--- config.mk ---
export PLATFORM = sky130hd
export DESIGN_NAME = program_loader
export DESIGN_NICKNAME = d
export VERILOG_FILES = /design/src/rtl/program_loader_pkg.sv /design/src/rtl/loader_addr_counter.sv /design/src/rtl/program_loader.sv
export SDC_FILE = /design/constraint.sdc
export NUM_CORES = 1
export LEC_CHECK = 0
export CAP_MARGIN = 5
export CORE_MARGIN = 1.5
export CORE_UTILIZATION = 27
export DETAILED_ROUTE_END_ITERATION = 6
export PLACE_DENSITY = 0.44
export SLEW_MARGIN = 15
export SYNTH_ARGS = -nofsm -noshare
export SYNTH_HDL_FRONTEND = slang
export SYNTH_SLANG_ARGS = --single-unit
export TNS_END_PERCENT = 50
--- constraint.sdc ---
create_clock -name clk -period 4.2 [get_ports clk]
set_input_delay 0.84 -clock clk [delete_from_list [all_inputs] [get_ports clk]]
set_output_delay 0.84 -clock clk [all_outputs]
set_load 0.05 [all_outputs]
--- src/rtl/program_loader_pkg.sv ---
// Shared widths, loader FSM encoding and state decode helpers.
// The CHECK state exists only when LOADER_CHECKSUM_EN is defined.
package program_loader_pkg;

  localparam int WORD_W = 16;
  localparam int BYTE_W = 8;

  typedef enum logic [3:0] {
    S_IDLE,
    S_LEN_HI,
    S_LEN_LO,
    S_DATA_HI,
    S_DATA_LO,
    S_WRITE,
`ifdef LOADER_CHECKSUM_EN
    S_CHECK,
`endif
    S_DONE,
    S_ERR
  } state_t;

  function automatic logic accepts_bytes(state_t s);
    logic r;
    r = 1'b0;
    case (s)
      S_LEN_HI, S_LEN_LO, S_DATA_HI, S_DATA_LO: r = 1'b1;
`ifdef LOADER_CHECKSUM_EN
      S_CHECK: r = 1'b1;
`endif
      default: r = 1'b0;
    endcase
    return r;
  endfunction

  // The CPU runs only while the loader is parked; everything else is a load.
  function automatic logic holds_cpu(state_t s);
    return !(s inside {S_IDLE, S_DONE, S_ERR});
  endfunction

endpackage

--- src/rtl/loader_addr_counter.sv ---
// Word index counter for the program loader: synchronous clear and increment.
module loader_addr_counter
  import program_loader_pkg::*;
(
  input  logic              clk,
  input  logic              rst,
  input  logic              clear,
  input  logic              inc,
  output logic [WORD_W-1:0] count
);

  always_ff @(posedge clk) begin
    if (!rst)
      count <= '0;
    else if (clear)
      count <= '0;
    else if (inc)
      count <= count + WORD_W'(1);
  end

endmodule

--- src/rtl/program_loader.sv ---
// Byte-stream program loader writing 16-bit words into instruction RAM.
// Optional trailer checksum enabled by defining LOADER_CHECKSUM_EN.
module program_loader
  import program_loader_pkg::*;
(
  input  logic              clk,
  input  logic              rst,
  input  logic              start,
  input  logic [BYTE_W-1:0] byte_in,
  input  logic              byte_valid,
  output logic              byte_ready,
  output logic [WORD_W-1:0] ram_addr,
  output logic [WORD_W-1:0] ram_data,
  output logic              wr_enable,
  output logic              cpu_hold,
  output logic              done,
  output logic              err
);

`ifdef LOADER_CHECKSUM_EN
  localparam state_t AFTER_FRAME = S_CHECK;
  logic [BYTE_W-1:0] csum;
`else
  localparam state_t AFTER_FRAME = S_DONE;
  assign err = 1'b0;
`endif

  state_t            state, nxt;
  logic [WORD_W-1:0] len;
  logic [BYTE_W-1:0] hi_byte;
  logic [WORD_W-1:0] index;
  logic              fire, launch, last_word, len_zero;

  assign fire      = byte_valid && byte_ready;
  assign launch    = start && !holds_cpu(state);
  assign last_word = (index == len - WORD_W'(1));
  assign len_zero  = ({len[WORD_W-1:BYTE_W], byte_in} == '0);

  loader_addr_counter u_index (
    .clk   (clk),
    .rst   (rst),
    .clear (launch),
    .inc   (state == S_WRITE),
    .count (index)
  );

  always_comb begin
    nxt = state;
    case (state)
      S_IDLE, S_DONE, S_ERR: if (start) nxt = S_LEN_HI;
      S_LEN_HI:  if (fire) nxt = S_LEN_LO;
      S_LEN_LO:  if (fire) nxt = len_zero ? AFTER_FRAME : S_DATA_HI;
      S_DATA_HI: if (fire) nxt = S_DATA_LO;
      S_DATA_LO: if (fire) nxt = S_WRITE;
      S_WRITE:   nxt = last_word ? AFTER_FRAME : S_DATA_HI;
`ifdef LOADER_CHECKSUM_EN
      S_CHECK:   if (fire) nxt = ((byte_in ^ csum) == '0) ? S_DONE : S_ERR;
`endif
      default:   nxt = S_IDLE;
    endcase
  end

  // Outputs are registered from the next state so they line up with it.
  always_ff @(posedge clk) begin
    if (!rst) begin
      state      <= S_IDLE;
      len        <= '0;
      hi_byte    <= '0;
      byte_ready <= 1'b0;
      wr_enable  <= 1'b0;
      cpu_hold   <= 1'b0;
      done       <= 1'b0;
      ram_addr   <= '0;
      ram_data   <= '0;
`ifdef LOADER_CHECKSUM_EN
      csum       <= '0;
      err        <= 1'b0;
`endif
    end else begin
      state      <= nxt;
      byte_ready <= accepts_bytes(nxt);
      cpu_hold   <= holds_cpu(nxt);
      done       <= (nxt == S_DONE);
      wr_enable  <= (nxt == S_WRITE);
      if (fire && state == S_LEN_HI)  len[WORD_W-1:BYTE_W] <= byte_in;
      if (fire && state == S_LEN_LO)  len[BYTE_W-1:0] <= byte_in;
      if (fire && state == S_DATA_HI) hi_byte <= byte_in;
      if (fire && state == S_DATA_LO) begin
        ram_addr <= index;
        ram_data <= {hi_byte, byte_in};
      end
`ifdef LOADER_CHECKSUM_EN
      err <= (nxt == S_ERR);
      // The trailer itself is compared against, never folded in.
      if (launch)
        csum <= '0;
      else if (fire && state != S_CHECK)
        csum <= csum ^ byte_in;
`endif
    end
  end

endmodule

# After elaboration in Yosys (flattened, before gate mapping)
# Index checks and enable logic that the tools add are counted.
# op_classes
add_sub_neg	2
bitwise	1
reduce_logical	15
muxes	9
eq_ne	15
# ops
operator	count
== test 4 x 3 -> 1 bit, second input constant	8
one-hot mux 4 bit (6 select lines)	1
2-to-1 mux 4 bit	5
adder 16 x 1 -> 16 bit, second input constant	1
== test 16 bit	1
== test 4 x 2 -> 1 bit, second input constant	4
logical NOT 16 bit	1
subtractor 16 x 1 -> 16 bit, second input constant	1
== test 4 x 1 -> 1 bit, second input constant	2
logical NOT 4 bit	2
logical AND 1 bit	6
2-to-1 mux 3 bit	2
nonzero test 3 bit	2
OR reduction 4 bit	1
OR reduction 3 bit	1
OR reduction 2 bit	1
logical NOT 1 bit	1
2-to-1 mux 1 bit	1
inverter 1 bit	1
# word_totals
elab_cells	53
inputBits	12
reg_bits	80
output_inout_bits	37

# Logic depth before layout (Yosys ltp)
# Gate-level depths: netlist of run 1.
# depth
ltp_word	7
ltp_mapped	9
mapped_depth_nobuf	8

# By module
# A second synthesis of run 1 with hierarchy kept.
# hier_totals
cells_unflattened	450
area_unflattened_um2	3920.0
# by_module_without_submodules
module	cells_per_inst	n_inst	area_per_inst_um2	seq_area_each_um2
program_loader	368	1	3211.8	1281.2
loader_addr_counter	82	1	708.2	320.3

# Worst setup path after synthesis of run 1
# No wires, ideal clock.
# synth_timing
kind	input to register
from	in byte_in[1]
to	reg wr_enable
required_time_ns	4.073
setup_time_ns	0.127
arrival_ns	2.132
path_buffers	0
path_stages	6
slack_ns	1.941
cell_sequence	or4_1 > nor4_1 > a31oi_1 > or2_1 > o21ai_0 > a211oi_1
# synth_between
elab_chain_len	5
# synth_rtl
element	line_no	source
from (decl)	program_loader.sv:9	input logic [BYTE_W-1:0] byte_in,
logical NOT 16 bit	program_loader.sv:37	assign len_zero = ({len[WORD_W-1:BYTE_W], byte_in} == '0);
2-to-1 mux 3 bit	program_loader.sv:52	S_LEN_LO: if (fire) nxt = len_zero ? AFTER_FRAME : S_DATA_HI;
2-to-1 mux 4 bit	program_loader.sv:52	
one-hot mux 4 bit (6 select lines)	program_loader.sv:49	case (state)
== test 4 x 3 -> 1 bit	program_loader.sv:84	wr_enable <= (nxt == S_WRITE);
to (signal assigned)	program_loader.sv:84	
to (decl)	program_loader.sv:14	output logic wr_enable,
# No other way between the ends.
# A chain may end at the register's enable or synchronous reset.

# Worst setup path after layout of run 1
# layout_timing
from	in byte_in[1]
to	reg byte_ready
# layout_between
elab_chain_len	7
# layout_rtl
element	line_no	source
logical NOT 16 bit *	program_loader.sv:37	
2-to-1 mux 3 bit *	program_loader.sv:52	
2-to-1 mux 4 bit *	program_loader.sv:52	
one-hot mux 4 bit (6 select lines) *	program_loader.sv:49	
== test 4 x 1 -> 1 bit, or another cell as far along	program_loader_pkg.sv:25	case (s)
OR reduction 4 bit *	program_loader_pkg.sv:25	
2-to-1 mux 1 bit *	program_loader_pkg.sv:25	
to (signal assigned)	program_loader.sv:81	byte_ready <= accepts_bytes(nxt);
to (decl)	program_loader.sv:11	output logic byte_ready,
# Mark *: on every way between the ends. The rest lies on a longest branch, timed or not.

==> impl_metrics.csv, run 1 <==
group,metric,value,unit
status,outcome,"complete, no violations",
pwr,p_per_area,334,nW/um2
clock_network,post_cts_buffers,0,
pwr,design_power_total,1620,uW
grt,grt_max_degree,54,
detailed_routing,drt_iter0_drc,64,
pwr,p_comb_share,3.8,%
logic_synthesis,synth_top_cell_area_share,40.7,%
logic_synthesis,async_reset_ff_share,0,%
logic_synthesis,ys_ff_latch,80,
detailed_routing,vias,3162,
grt,antenna_found_initial,0,
critical_path,arrival,2.91,ns
clock_network,root_buffer,"clkbuf_16",
cells_and_area,num_antenna_cells,0,
clock_network,cts.clk_slew.worst_paths,0.06,ns
logic_synthesis,synth_area_leaders,"dfxtp_1 41%, nand2_1 7.7%, mux2i_1 6.1%, xor2_1 4.5%, nor2b_1 4.1%",
die,core_area,14000,um2
logic_synthesis,synth_common_cells,"81 x nand2_1, 80 x dfxtp_1, 26 x nor2b_1, 24 x mux2i_1, 22 x clkbuf_1",
die,core.rowCount,43,
clock_network,clock_latency,0.34,ns
clock_network,cts_inserted_buffers,9,
clock_network,cts_tree,"done",
pwr,p_seq_share,47.3,%
placement,place_inst,655,
cells_and_area,nets,500,
grt,grt_usage,14.1,%
sta,finalClockSkew,0.00788,ns
placement,hpwl,7320,um
placement,gp_congestion,0.761,
worst_hold_path,holdCritPathClass,"flip-flop to flip-flop",
pwr,power_switching,359,uW
sta,finalSetupTns,0,ns
clock_network,htree_levels,3,
pwr,clock_power_share,49.0,%
die,dieArea,15300,um2
sta,worst_pin_slew,0.658,ns
grt,grt_pass1_wl,16400,um
logic_synthesis,synth_edf_count,0,
sta,rsz0062_at_grt,"no",
placement,port_buffers,47,
sta,hold_viol_final,0,
logic_synthesis,syn-instance-count,451,
detailed_routing,dr.pass1.iters,4,
logic_synthesis,avgSynthCellArea,8.73,um2
critical_path,path_class,"input port to flip-flop",
cells_and_area,syn_to_final_growth,23.2,%
clock_network,cts_max_path_buffers,2,
sta,period_share,63.7,%
logic_synthesis,yosysWarnings,0,
pwr,max-vdd-ir-drop,0.142,mV
placement,place_ws,1.11,ns
die,io_pins,49,
logic_synthesis,syn_area,3940,um2
sta,finalSetupViolations,0,
detailed_routing,drc,0,
sta,fin_crit,2.68,ns
sta,max_clock_freq,0.374,GHz
sta,setup_ws,1.52,ns
logic_synthesis,synth_most_common_cell,"nand2_1",
sta,slew_violations,0,
detailed_routing,detail-route-antenna-nets,0,
cells_and_area,finalInstanceArea,4850,um2
critical_path,cp.required,4.43,ns
die,initial_core_util,28.0,%
clock_network,cts_hold_buf,0,
die,die_y,124,um
placement,placed_cell_area,4550,um2
detailed_routing,wl,10200,um
pwr,internal_power,1260,uW
cells_and_area,nFillCells,1455,
clock_network,cts_resized,0,
critical_path,critPathCaptureType,"flip-flop",
clock_network,clkSinkCount,80,
pwr,p_sw_share,22.2,%
detailed_routing,wl_per_cell,15.2,um
cells_and_area,final_cells,670,
logic_synthesis,seq_area_frac_synth,40.7,%
critical_path,cp-start-kind,"input port",
sta,relSlewSlack,56.0,%
cells_and_area,drive_above_1_share,6.33,%
grt,grt_pass1_vias,3026,
worst_hold_path,hold_depth,2,
critical_path,crit_fanout,6,
detailed_routing,viasPerCell,4.72,
die,die_width,124,um
logic_synthesis,yosysTopAreaCell,"dfxtp_1",
critical_path,rr_worst_depth,5,
logic_synthesis,yosysUniqueCellTypes,61,
grt,grt-ovfl-total,0,
pwr,p_leak,0.00186,uW
flow_run,drv_cap,0,
logic_synthesis,ys.flop_type,"dfxtp_1",
-- power groups by stage --
stage	Clock, uW	Sequential (uW)	Combinational, uW
finish	793	766	60.8
global placement	0	783	61.4
global route	848	766	65.9
detailed placement	0	783	61.6
CTS	811	765	61.7
floorplan	0	783	31.8
-- kinds of logic (layout without fill, tap and decap cells) --
family,after synthesis,count (layout),share of synthesized area (%)
AO/OA/AOI/OAI,77,77,13.8
XOR/XNOR,33,33,7.35
adder cells (fa/ha/maj),2,2,0.636
buffers and inverters,35,73,3.75
flip-flops,80,80,40.7
multiplexers,24,24,6.10
other,1,2,0.0953
AND/OR/NAND/NOR,199,199,27.5
-- cell type report --
| type | count | area (um2) | share of cell area [%] |
|---|---|---|---|
| multi-input cells | 337 | 2200 | 45.3 |
| flip-flops and latches | 80 | 1600 | 33.0 |
| repair buffers | 51 | 500 | 10.3 |
| clock buffers | 10 | 239 | 4.93 |
| well taps | 180 | 225 | 4.65 |
| clock inverters | 5 | 57.6 | 1.19 |
| inverters | 7 | 26.3 | 0.542 |
-- critical path: stages --
cell,delay [ns]
clkdlybuf4s50_1,0.54
or4_1,0.56
nor4_1,0.18
a31oi_1,0.16
nor3_1,0.26
o21ai_0,0.11
a221oi_1,0.24
-- flip-flops by register name (all words and copies together) (netlist names) --
name           count
done               1
hi_byte            8
cpu_hold           1
state              4
byte_ready         1
ram_addr          16
ram_data          16
wr_enable          1
len               16
u_index.count     16
-- cell usage in the layout (no fill, tap or decap), types with 13 or more instances in the layout --
cell             netlist  final
dfxtp_1               80     80
nor2b_1               26     26
clkdlybuf4s50_1        0     47
a21boi_0              18     18
xnor2_1               13     13
mux2i_1               24     24
a21boi_1              16     16
nor2_1                21     21
xor2_1                20     20
nand2_1               81     81
-- path summary, 6_finish.rpt --
kind / start / endpoint / slack (ns)
hold reg to reg: hi_byte[1] / ram_data[9] / 0.45
setup reg to reg: state[2] / u_index.count[14] / 1.59
hold / removal: hi_byte[1] / ram_data[9] / 0.45
setup / recovery: byte_in[1] / byte_ready / 1.52
-- through the flow --
stage               utilization (%)  hold WS, ns
finish                         34.5        0.450
CTS                            34.5        0.455
global placement               32.4        0.439
detailed placement             32.4        0.448
floorplan                         -        0.430
global route                   34.5        0.475
-- metal layers --
layer | vias to the layer above | GRT usage (%) | wire [um]
met4 | 0 | 4.74 | 81
met2 | 46 | 21.0 | 4470
met3 | 6 | 3.07 | 335
met5 | - | 0 | 0
met1 | 1485 | 20.1 | 5320
li1 | 1625 | - | -
No activity file was read; power rests on OpenSTA's default activity.
==> run 2, diff against run 1 <==
clock period = 2.7 ns   (was 4.2 ns; I/O delays follow)
==> impl_metrics.csv, run 2 (synthesis gave the netlist of run 1 again) <==
group,metric,value,unit
critical_path,path_class,"input port to flip-flop",
sta,worst_pin_slew,0.651,ns
cells_and_area,syn_to_final_growth,26.5,%
cells_and_area,fin_util,35.4,%
sta,fin_crit,2.31,ns
pwr,max-vdd-ir-drop,0.232,mV
clock_network,cts_resized,0,
cells_and_area,drive_above_1_share,8.51,%
detailed_routing,detail-route-antenna-nets,0,
die,dieArea,15300,um2
worst_hold_path,holdCritPathClass,"flip-flop to flip-flop",
placement,port_buffers,47,
die,core.rowCount,43,
detailed_routing,dr.pass1.iters,4,
clock_network,htree_levels,3,
clock_network,cts_inserted_buffers,9,
die,initial_core_util,28.0,%
critical_path,crit_fanout,4,
cells_and_area,num_antenna_cells,0,
clock_network,cts_max_path_buffers,2,
clock_network,post_cts_buffers,0,
status,outcome,"complete, no violations",
grt,antenna_found_initial,0,
detailed_routing,viasPerCell,4.74,
die,die_width,124,um
detailed_routing,wl,10400,um
sta,relSlewSlack,56.5,%
clock_network,clock_latency,0.34,ns
detailed_routing,wl_per_cell,15.2,um
grt,grt-ovfl-total,0,
critical_path,arrival,2.55,ns
grt,grt_pass1_vias,3222,
clock_network,clkSinkCount,80,
sta,rsz0062_at_grt,"no",
placement,place_ws,0.0761,ns
die,io_pins,49,
clock_network,cts_hold_buf,0,
cells_and_area,final_common_cell,"nand2_1",
critical_path,cp.required,2.94,ns
detailed_routing,vias,3248,
sta,finalSetupTns,0,ns
sta,period_share,85.6,%
sta,max_clock_freq,0.432,GHz
die,core_area,14000,um2
cells_and_area,nFillCells,1473,
sta,hold_viol_final,0,
sta,setup_ws,0.388,ns
critical_path,cp-start-kind,"input port",
die,die_y,124,um
cells_and_area,nets,515,
placement,place_inst,670,
detailed_routing,drc,0,
detailed_routing,drt_iter0_drc,125,
grt,grt_pass1_wl,17100,um
sta,finalClockSkew,0.00625,ns
sta,slew_violations,0,
flow_run,drv_cap,0,
cells_and_area,final_cells,685,
pwr,p_per_area,505,nW/um2
placement,gp_congestion,0.783,
cells_and_area,finalInstanceArea,4980,um2
clock_network,root_buffer,"clkbuf_16",
grt,grt_usage,14.7,%
critical_path,critPathCaptureType,"flip-flop",
pwr,p_leak,0.00193,uW
placement,hpwl,7740,um
grt,grt_max_degree,53,
clock_network,cts.clk_slew.worst_paths,0.06,ns
placement,placed_cell_area,4690,um2
cells_and_area,layout_common_cells,"81 x nand2_1, 80 x dfxtp_1, 47 x clkdlybuf4s50_1",
clock_network,cts_tree,"done",
sta,finalSetupViolations,0,
==> run 2: cell types whose count changed in the layout (fill, tap and decap cells not counted) <==
cell | previous run | this run
or4_1 | 3 | 4
clkbuf_1 | 0 | 2
or4_2 | 1 | 0
buf_12 | 0 | 2
clkinv_2 | 2 | 1
buf_4 | 4 | 17
clkinvlp_4 | 0 | 1
clkinv_4 | 2 | 0
==> run 2: where the power goes <==
part	total, uW	switching [uW]	internal (uW)
logic	110	59.6	50.1
clock network	1220	480	736
registers	1190	5.38	1180
==> run 2: layout make-up <==
cell class                      instances  area [um2]  area share [%]
Clock buffer                           12         246            4.95
Clock inverter                          3        42.5           0.855
Inverter                                7        26.3           0.528
Multi-Input combinational cell        337        2200            44.1
Sequential cell                        80        1600            32.2
Tap cell                              180         225            4.53
Timing Repair Buffer                   66         638            12.8
==> run 2: stage by stage <==
| stage | power [uW] | hold WS, ns |
|---|---|---|
| floorplan | 1270 | 0.430 |
| global placement | 1330 | 0.447 |
| detailed placement | 1330 | 0.448 |
| CTS | 2540 | 0.456 |
| global route | 2610 | 0.475 |
| finish | 2510 | 0.455 |
==> run 2: path summary, 6_finish.rpt <==
| kind | end | slack [ns] | cells after the start | start |
|---|---|---|---|---|
| setup / recovery | byte_ready | 0.39 | 7 | byte_in[3] |
| hold / removal | ram_addr[10] | 0.45 | 2 | ram_addr[10] |
| setup reg to reg | cpu_hold | 0.40 | 8 | len[0] |
| hold reg to reg | ram_addr[10] | 0.45 | 2 | ram_addr[10] |
==> run 2: worst max-delay path, stage by stage <==
cell and delay, ns:
clkdlybuf4s50_1 0.51, or4_1 0.54, nor4_1 0.18, a31oi_1 0.17, nor3_1 0.26, o21ai_0 0.11
a221oi_1 0.23
==> run 2: layer usage <==
metal  GRT usage (%)  vias to the layer above  part of all wire, %
met5               0                        -                    0
met4            4.74                        0                  1.2
met3            3.21                        9                  3.2
met2            22.2                       51                   44
met1            20.7                     1533                   52
li1                -                     1655                    -
